### src/rtl/uart_rx_buffer_pkg.sv
`default_nettype none
// ============================================================================
// Module      : uart_rx_buffer_pkg
// Description : Shared constants and types for the UART receive buffer.
// Revision    : 1.0 - initial release
// ============================================================================
package uart_rx_buffer_pkg;

    // Width of one UART data frame
    localparam int UART_DW       = 8;
    // Default number of FIFO entries
    localparam int DEFAULT_DEPTH = 16;
    // Width of the saturating framing-error counter
    localparam int ERRCNT_W      = 8;

    typedef logic [UART_DW-1:0]  uart_byte_t;
    typedef logic [ERRCNT_W-1:0] err_cnt_t;

endpackage : uart_rx_buffer_pkg
`default_nettype wire

### src/rtl/uart_rx_fifo_mem.sv
`default_nettype none
// ============================================================================
// Module      : uart_rx_fifo_mem
// Description : DEPTH x 8 storage array, one synchronous write port and one
//               asynchronous read port. Contents are never reset.
// Revision    : 1.0 - initial release
// ============================================================================
module uart_rx_fifo_mem
    import uart_rx_buffer_pkg::*;
#(
    parameter int DEPTH = DEFAULT_DEPTH,
    parameter int AW    = 4
) (
    input  logic          clk,
    input  logic          i_wr_en,
    input  logic [AW-1:0] i_wr_addr,
    input  uart_byte_t    i_wr_data,
    input  logic [AW-1:0] i_rd_addr,
    output uart_byte_t    o_rd_data
);

    uart_byte_t r_mem [DEPTH];

    // Capture the incoming byte at the write address on the active edge
    always_ff @(posedge clk) begin
        if (i_wr_en) begin
            r_mem[i_wr_addr] <= i_wr_data;
        end
    end

    // Head entry is visible without a clock (first-word-fall-through)
    assign o_rd_data = r_mem[i_rd_addr];

endmodule : uart_rx_fifo_mem
`default_nettype wire

### src/rtl/uart_rx_buffer.sv
`default_nettype none
// ============================================================================
// Module      : uart_rx_buffer
// Description : Receive-side FIFO between a UART Rx FSM and its consumer.
//               Good frames are queued, framing-error frames are discarded,
//               a write into a full FIFO without a same-cycle pop sets a
//               sticky overrun flag. Output is first-word-fall-through.
//               Optional macro UART_RX_ERRCNT_EN adds a saturating 8-bit
//               framing-error counter on port o_err_cnt.
// Revision    : 1.0 - initial release
// ============================================================================
module uart_rx_buffer
    import uart_rx_buffer_pkg::*;
#(
    parameter int DEPTH = DEFAULT_DEPTH,
    parameter int AW    = 4
) (
    input  logic          clk,
    input  logic          rst_n,
    input  logic [7:0]    i_rx_d,
    input  logic          i_rx_complete,
    input  logic          i_rx_error,
    input  logic          i_rd_en,
    input  logic          i_ovr_clr,
    output logic [7:0]    o_rd_d,
    output logic          o_rd_valid,
    output logic          o_full,
    output logic          o_empty,
    output logic [AW:0]   o_count,
    output logic          o_overrun
`ifdef UART_RX_ERRCNT_EN
    ,
    output logic [7:0]    o_err_cnt
`endif
);

    localparam logic [AW:0] C_FULL_CNT = (AW+1)'(DEPTH);

    logic [AW-1:0] r_wr_ptr;
    logic [AW-1:0] r_rd_ptr;
    logic [AW:0]   r_count;
    logic          r_overrun;

    logic          w_full;
    logic          w_empty;
    logic          w_wr_req;
    logic          w_pop;
    logic          w_push;
    logic          w_drop;

    // Flags come straight from the registered occupancy
    assign w_full   = (r_count == C_FULL_CNT);
    assign w_empty  = (r_count == '0);

    // A frame with a stop-bit error is never stored, even if complete is high
    assign w_wr_req = i_rx_complete & ~i_rx_error;
    // Pops on an empty FIFO are ignored
    assign w_pop    = i_rd_en & ~w_empty;
    // A same-cycle pop frees the slot the write needs when full
    assign w_push   = w_wr_req & (~w_full | w_pop);
    assign w_drop   = w_wr_req & ~w_push;

    uart_rx_fifo_mem #(
        .DEPTH (DEPTH),
        .AW    (AW)
    ) u_mem (
        .clk       (clk),
        .i_wr_en   (w_push),
        .i_wr_addr (r_wr_ptr),
        .i_wr_data (i_rx_d),
        .i_rd_addr (r_rd_ptr),
        .o_rd_data (o_rd_d)
    );

    // Pointers wrap naturally at DEPTH (power of two); count tracks occupancy
    always_ff @(posedge clk or negedge rst_n) begin
        if (!rst_n) begin
            r_wr_ptr <= '0;
            r_rd_ptr <= '0;
            r_count  <= '0;
        end else begin
            if (w_push) begin
                r_wr_ptr <= r_wr_ptr + 1'b1;
            end
            if (w_pop) begin
                r_rd_ptr <= r_rd_ptr + 1'b1;
            end
            if (w_push && !w_pop) begin
                r_count <= r_count + 1'b1;
            end else if (w_pop && !w_push) begin
                r_count <= r_count - 1'b1;
            end
        end
    end

    // Sticky overrun: a drop in the same cycle as a clear keeps it set
    always_ff @(posedge clk or negedge rst_n) begin
        if (!rst_n) begin
            r_overrun <= 1'b0;
        end else if (w_drop) begin
            r_overrun <= 1'b1;
        end else if (i_ovr_clr) begin
            r_overrun <= 1'b0;
        end
    end

`ifdef UART_RX_ERRCNT_EN
    err_cnt_t r_err_cnt;

    // Count framing errors, holding at all-ones instead of wrapping
    always_ff @(posedge clk or negedge rst_n) begin
        if (!rst_n) begin
            r_err_cnt <= '0;
        end else if (i_rx_error && (r_err_cnt != '1)) begin
            r_err_cnt <= r_err_cnt + 1'b1;
        end
    end

    assign o_err_cnt = r_err_cnt;
`endif

    assign o_count    = r_count;
    assign o_full     = w_full;
    assign o_empty    = w_empty;
    assign o_rd_valid = ~w_empty;
    assign o_overrun  = r_overrun;

endmodule : uart_rx_buffer
`default_nettype wire

### config.mk
export PLATFORM = sky130hd
export DESIGN_NAME = uart_rx_buffer
export DESIGN_NICKNAME = d
export VERILOG_FILES = /design/src/rtl/uart_rx_buffer_pkg.sv /design/src/rtl/uart_rx_fifo_mem.sv /design/src/rtl/uart_rx_buffer.sv
export SDC_FILE = /design/constraint.sdc
export NUM_CORES = 1
export LEC_CHECK = 0
export ABC_CLOCK_PERIOD_IN_PS = 2650
export CAP_MARGIN = 0
export CORE_UTILIZATION = 54
export DETAILED_ROUTE_END_ITERATION = 16
export PLACE_DENSITY = 0.83
export SETUP_SLACK_MARGIN = 0.15
export SLEW_MARGIN = 5
export SYNTH_ARGS = -nofsm -noshare
export SYNTH_HDL_FRONTEND = slang
export SYNTH_SLANG_ARGS = --single-unit
### constraint.sdc
create_clock -name clk -period 2.65 [get_ports clk]
set_clock_uncertainty 0.05 [all_clocks]
set_input_delay 0.53 -clock clk [delete_from_list [all_inputs] [get_ports clk]]
set_output_delay 0.53 -clock clk [all_outputs]
set_load 0.02 [all_outputs]
==> flow_summary.toml <==
[pwr]
p_switching_uw = 2690
internal_power_uw = 5980
p_per_area_mw_per_mm2 = 1150
p_comb_share_pct = 38.3
power.share.sequential_pct = 33.2
ir_drop_v = 0.000712
p_sw_share_pct = 31.0
p_leak_uw = 0.00263
clkPwrFrac_pct = 28.5
power_uw = 8680

[synthesis]
synthArstFlopShare_pct = 9.86
syn_area_per_cell_sq_um = 19.8
synth.distinct_cells = 39
synth_nets = 320
synth_area_leaders = "edfxtp_1, mux4_1, dfrtp_1"
yosysTopAreaCellShare_pct = 65.7
syn_inst = 296
ys_seq_area_share_pct = 71.6
yosysMostFrequentCell = "edfxtp_1"
yosys_register_bits = 142
synth_area_sq_mm = 0.00585
synth_commonest_cells = "edfxtp_1, mux4_1, nand2_1, a22oi_1"
synth_edf_count = 128
synth_top_area_cell = "edfxtp_1"
synth-main-ff-cell = "edfxtp_1"
yosysWarnings = 0

[clocking]
cts_root_buffer = "clkbuf_8"
numClockSinks = 142
ctsHtreeMaxLevel = 4
clkTransAtPathRegs_ns = 0.06
hold_buffers = 0
cts_tree = "built"
cts_max_path_buffers = 2
cts-buffers-inserted = 17
clkLatencyLatePin_ns = 0.52

[setup_path]
r2r-end = "o_count[4]"
crit_start = "r_rd_ptr[0]"
cpPeakStageDelay_ns = 0.55
reg2reg_from = "o_count[0]"
arrival_ns = 2.26
r2r_slack_ns = 0.11
worstPathRequired_ns = 2.07
critical_path.max_fanout = 6
critical_path_class = "register to primary output"
rr_worst_depth = 9
start_kind = "register"
endpoint = "o_rd_d[1]"
critPathCaptureType = "primary output"
cp_cell_sequence = "buf_6 > buf_16 > mux4_2 > a22oi_2 > nand2_1 > buf_2"
crit_slowest_cell = "mux4_2"

[outcome]
failed_checks = "negative setup slack"
status = "finished with violations"

[floorplan]
num_rows = 37
start_util_pct = 56.2
die_h_um = 106
num_io_pins = 31
die_area_sq_mm = 0.0113
dieWidth_um = 106
core_sq_mm = 0.0104

[cells_and_area]
drive_gt1_share_pct = 38.3
syn2layout_area_growth_pct = 28.8
stdcell_area_sq_mm = 0.00754
post-route-util_pct = 72.4
fin_nets = 406
diodes = 0

[routing]
routed_wl_um = 13300
first_iter_violations = 285
route.detailed.drc = 0
vias = 3240
drt-pass1-iter-count = 5
wire_per_inst_um = 25.1
via_per_inst = 6.11
ant_nets = 0

[sta]
setup_slack_ns = -0.187
maxSlewHeadroom_pct = 55.7
tightest_slew_ns = 0.662
maxSlewViolCount = 0
setup_viol = 8
period_minus_slack_ns = 2.84
rsz0062_at_grt = "true"
fin_crit_sh_pct = 107
fin_tns_setup_ns = -1.25
finalHoldViolCount = 0
fmax_mhz = 353

[placement]
portBuffers = 30
place_ws_ns = -0.164
gp_congestion = 0.732
hpwl_um = 7250
place_area_sq_mm = 0.00665

[global_route]
grt_pass1_wl_um = 20100
grt_max_degree = 24
grt_overflow_total = 0
antenna_found_initial = 0
grt_pass1_vias = 3423
grt_usage_pct = 25.9

[run]
max_cap_viol_count = 0

[worst_hold_path]
holdCritPathClass = "input pin to asynchronous set/reset pin"
-- how the worst min path moves through the flow --
stage | start | endpoint | slack, ns | cells after the start
after floorplan | rst_n | o_count[0] | 0.18 | 0
after global placement | r_rd_ptr[3] | r_rd_ptr[3] | 0.46 | 1
after detailed placement | r_rd_ptr[3] | r_rd_ptr[3] | 0.48 | 1
after CTS | rst_n | r_wr_ptr[1] | 0.36 | 1
after global routing | rst_n | o_overrun | 0.41 | 1
final | rst_n | o_overrun | 0.36 | 1
-- layout by cell type (no fill, tap or decap), types with 3 or more instances in the layout --
master and n:
clkinv_1 3, dfrtp_1 10, mux4_2 29, clkinvlp_4 4
a22oi_2 16, buf_12 12, edfxtp_1 128, xnor2_1 7
clkdlybuf4s50_1 19, and3_1 4, buf_4 32, bufinv_16 5
nor3b_1 5, clkbuf_16 16, a21o_1 3, and4_1 4
mux4_1 3, o21ai_0 3, nor3_1 3, inv_1 7
dfrtp_2 4, nand2_1 15, ha_1 7, and2_1 5
buf_6 11
-- worst max-delay path, delay by kind of cell (launching register included) --
kind	cells	cell delay, ns
AO/OA/AOI/OAI	1	0.22
multiplexers	1	0.55
AND/OR/NAND/NOR	1	0.07
flip-flops	1	0.47
buffers and inverters	3	0.43
-- layer usage --
metal  GRT usage (%)  part of all wire [%]
met1            32.6                    39
met2            42.5                    52
met3            6.74                   6.3
met4            11.9                   2.9
met5               0                     0
-- area by class of cell --
cell class	instances	area, sq um
Inverter	8	32.5
Clock inverter	13	196
Tap cell	136	170
Clock buffer	18	418
Sequential cell	142	4200
Timing Repair Buffer	82	908
Multi-Input combinational cell	131	1620
Fill cell	607	2870
-- registers in the layout, indices dropped and copies added, names as in the netlist --
name and cells:
o_count 5, o_overrun 1, r_rd_ptr 4, r_wr_ptr 4
u_mem.r_mem 128
-- repair_timing --
action | 4_1_cts | 5_1_grt
setup buffers | 9 | 5
cloned | 2 | 0
pin swaps | 15 | 15
setup endpoints to repair | 12 | 12
resized for setup | 72 | 32
-- cells by family after synthesis --
kind of cell / Yosys count / synth area share, %
flip-flops: 142 / 71.6
AND/OR/NAND/NOR: 48 / 4.62
multiplexers: 35 / 14.0
AO/OA/AOI/OAI: 29 / 3.48
buffers and inverters: 23 / 2.63
adder cells (fa/ha/maj): 10 / 2.27
XOR/XNOR: 9 / 1.35
-- metrics by stage --
stage                     hold WS [ns]  cells
after floorplan                  0.184    296
after global placement           0.457    483
after detailed placement         0.481    483
after CTS                        0.356    525
after global routing             0.405    530
final                            0.362    530
-- power by group through the flow --
stage / combinational (uW) / sequential [uW] / clock, uW
finish: 3320 / 2880 / 2470
detailed placement: 2570 / 2910 / 0
global route: 3510 / 2900 / 2590
global placement: 2500 / 2890 / 0
floorplan: 1640 / 2870 / 0
CTS: 3010 / 2870 / 2500
Power figures use the tool's default switching activity.
==> edit 1, RTL diff (same settings) <==
The option `UART_RX_ERRCNT_EN` is turned on by a define.
--- a/src/rtl/uart_rx_buffer.sv
+++ b/src/rtl/uart_rx_buffer.sv
@@ -10,4 +10,6 @@
 // Revision    : 1.0 - initial release
 // ============================================================================
+`define UART_RX_ERRCNT_EN
+
 module uart_rx_buffer
     import uart_rx_buffer_pkg::*;
Behaviour (old outputs only; new: o_err_cnt): unchanged (Yosys induction, for registers that start in step).
==> edit 1 against the unedited design <==
  * The run still ends with setup timing left
  * Worst setup slack better by 160 ps
  * Fmax is 5.9% higher
  * Combinational power rose by 5%
  * Design area rose by 4.5%
  * Critical path depth unchanged
  * Sequential cell count up 8
  * Synthesized cell count up 12%
  * Register-to-register slack better by 140 ps
  * Power is 0.40% higher
  * Routed wire length up 3.6%
  * Synthesized area is 5.9% higher
  * Critical path type unchanged
  * Critical endpoint is now o_rd_d[6]
==> edit 1: results <==
set metrics [dict create \
    crit_end "o_rd_d[6]" \
    slew_headroom_pct 53.69 \
    ctsResizeCount 68 \
    num_vias 3549 \
    finalSetupViolCount 4 \
    synth_compound_area_share_pct 3.998 \
    r2r_cells 11 \
    postCtsSetupRepairBufs 12 \
    status "complete, but fails checks" \
    syn_nets 357 \
    rows 38 \
    cp_max_fo 8 \
    r2r_end "o_count[3]" \
    failed_checks "setup timing" \
    grt_max_degree 36 \
    synthTopCellsByArea "edfxtp_1, dfrtp_1, mux4_2" \
    hold_slack_ps 478.3 \
    async_flop_share_pct 14.67 \
    synth_commonest_cells "edfxtp_1, dfrtp_1, mux4_2" \
    layout.nets 451 \
    finalWeightedCongestion 0.8179 \
    p_leak_nw 2.862 \
    yosysUniqueCellTypes 42 \
    synth-adder-area-share_pct 2.342 \
    power_clock_w 0.00214 \
    io_buffer_count 38 \
    layout_setup_ws_ps -29.20 \
    reg2reg_setup_slack_ps 250 \
    grt_pass1_vias 3672 \
    route.detailed.wl_per_inst_um 23.79 \
    seq_area_frac_synth_pct 70.91 \
    p_int_w 0.005895 \
]
-- edit 1: stage by stage --
stage               setup slack [ps]  setup TNS (ps)  std cells
finish                        -29.20          -66.90        579
global route                  -94.26          -510.9        579
CTS                           -44.09          -126.5        578
detailed placement            -340.6          -580.8        532
global placement              -151.3          -220.5        532
floorplan                      150.7               0        332
-- edit 1: cells by family after synthesis --
kind of cell	Yosys count
and+or+nand+nor	64
adders and majority gates	11
muxes	36
buffers and inverters	24
xor gates and xnor gates	12
DFF	150
AOI/OAI and AO/OA	35
-- edit 1: final cells by class --
cell class                      count  area share, %
Clock buffer                       19          5.492
Inverter                           10         0.5079
Clock inverter                     13          1.127
Timing Repair Buffer               89          12.57
Sequential cell                   150          55.81
Tap cell                          140          2.222
Multi-Input combinational cell    158          22.27
-- edit 1: routing by layer --
layer,global-route usage [%],share of wire (%),vias up
met5,0,0,-
met4,9.942,2.9,0
met3,7.711,6.9,32
met2,42.95,51,171
met1,31.08,39,1818
li1,-,-,1528
==> edit 2, RTL diff (same settings) <==
Without the edit above. Put one more register stage on the output `o_count`, with the module's reset. The value now appears one clock later. The other outputs are not delayed to match.
--- a/src/rtl/uart_rx_buffer.sv
+++ b/src/rtl/uart_rx_buffer.sv
@@ -120,5 +120,11 @@
 `endif
 
-    assign o_count    = r_count;
+    always_ff @(posedge clk or negedge rst_n) begin
+        if (!rst_n) begin
+            o_count <= '0;
+        end else begin
+            o_count <= r_count;
+        end
+    end
     assign o_full     = w_full;
     assign o_empty    = w_empty;
Behaviour: not the same (a bounded check fails within 4 cycles, from zero or initial values and one cycle with rst_n low).
==> edit 2 against the unedited design <==
  * The flow still finishes with violations (setup timing)
  * Cell count increased by 0.38%
  * Combinational power decreased by 5%
  * First-iteration DRC count decreased by 24%
  * Sequential cell count increased by 5
  * Design area about the same
  * Register-to-register slack improved by 120 ps
  * Worst setup slack got worse by 6.0 ps
  * Synthesized area increased by 2.1%
  * Synthesized cell count increased by 1.7%
  * Power decreased by 1.2%
  * Clock power decreased by 2%
  * Critical path depth increased by 1
  * Routed wire length decreased by 4.8%
  * Largest cell class unchanged
  * Largest power group unchanged
==> edit 2: results <==
set metrics [dict create \
    timing.rr.start "r_count[2]" \
    wl_met3_um 844 \
    postPlaceCellArea_um2 6674 \
    grt_max_degree 23 \
    dr_wl_met2_mm 6.781 \
    synthTopCellsByArea "edfxtp_1, dfrtp_1, mux4_1" \
    clk_latency_ps 510 \
    grt_pass1_wl_mm 19.57 \
    drt-initial-drc-count 217 \
    finalWeightedCongestion 0.7666 \
    pre_cts_ws_ps -148.7 \
    met2_usage_pct 41.71 \
    dr.pass1.iters 4 \
    drive_gt1_share_pct 35.97 \
    power_frac_seq_pct 34.9 \
    final_cells 532 \
    netSwitchingPower_w 0.002625 \
    failed_checks "setup timing" \
    synth_commonest_cells "edfxtp_1, dfrtp_1, mux4_1" \
    worst_pin_slew_ps 843.6 \
    layout.nets 404 \
    vias_per_cell 6.006 \
    min-delay-path-class "reg -> reg" \
    antenna_found_initial 0 \
    layout_setup_ws_ps -192.7 \
    grt_pass1_vias 3449 \
    postCtsSetupRepairBufs 8 \
    status "complete, but fails checks" \
    irDropWorstVdd_v 0.0007314 \
    reg2reg_setup_slack_ps 230 \
    place_inst 488 \
    async_flop_share_pct 12.93 \
    swShare_pct 30.63 \
    p_leak_nw 2.650 \
    met1_usage_pct 29.81 \
    grt_use_met3_pct 6.444 \
    hold_slack_ps 439.3 \
    setup_tns_ps -1136 \
    ctsResizeCount 78 \
    finalSetupViolCount 8 \
    grtUsageTotal_pct 24.63 \
    route.detailed.wl_per_inst_um 23.79 \
    syn_nets 325 \
]
## edit 2: cell count changes after synthesis, sizes merged
cell | before | now
dfrtp | 14 | 19
## edit 2: final cells by class
class                           instances  area, µm²
Clock inverter                         14      187.7
Fill cell                             634       3244
Timing Repair Buffer                   75      800.8
Sequential cell                       147       4322
Multi-Input combinational cell        131       1617
Clock buffer                           17      414.1
Inverter                                8      32.53
Tap cell                              140      175.2
## edit 2: path summary, 6_finish.rpt
kind | cells past startpoint | to
worst max-delay path | 7 | o_rd_d[6]
worst min-delay path | 0 | o_count[3]
worst max register to register | 8 | r_count[4]
worst min register to register | 0 | o_count[3]
max in group asynchronous | 1 | r_count[3]
min in group asynchronous | 1 | r_wr_ptr[1]
## edit 2: kinds of logic after synthesis
kind of cell	share of synthesized area (%)
AOI/OAI and AO/OA	3.411
xor gates and xnor gates	1.318
adders and majority gates	2.218
buffers and inverters	2.574
DFF	72.23
muxes	13.73
and+or+nand+nor	4.520
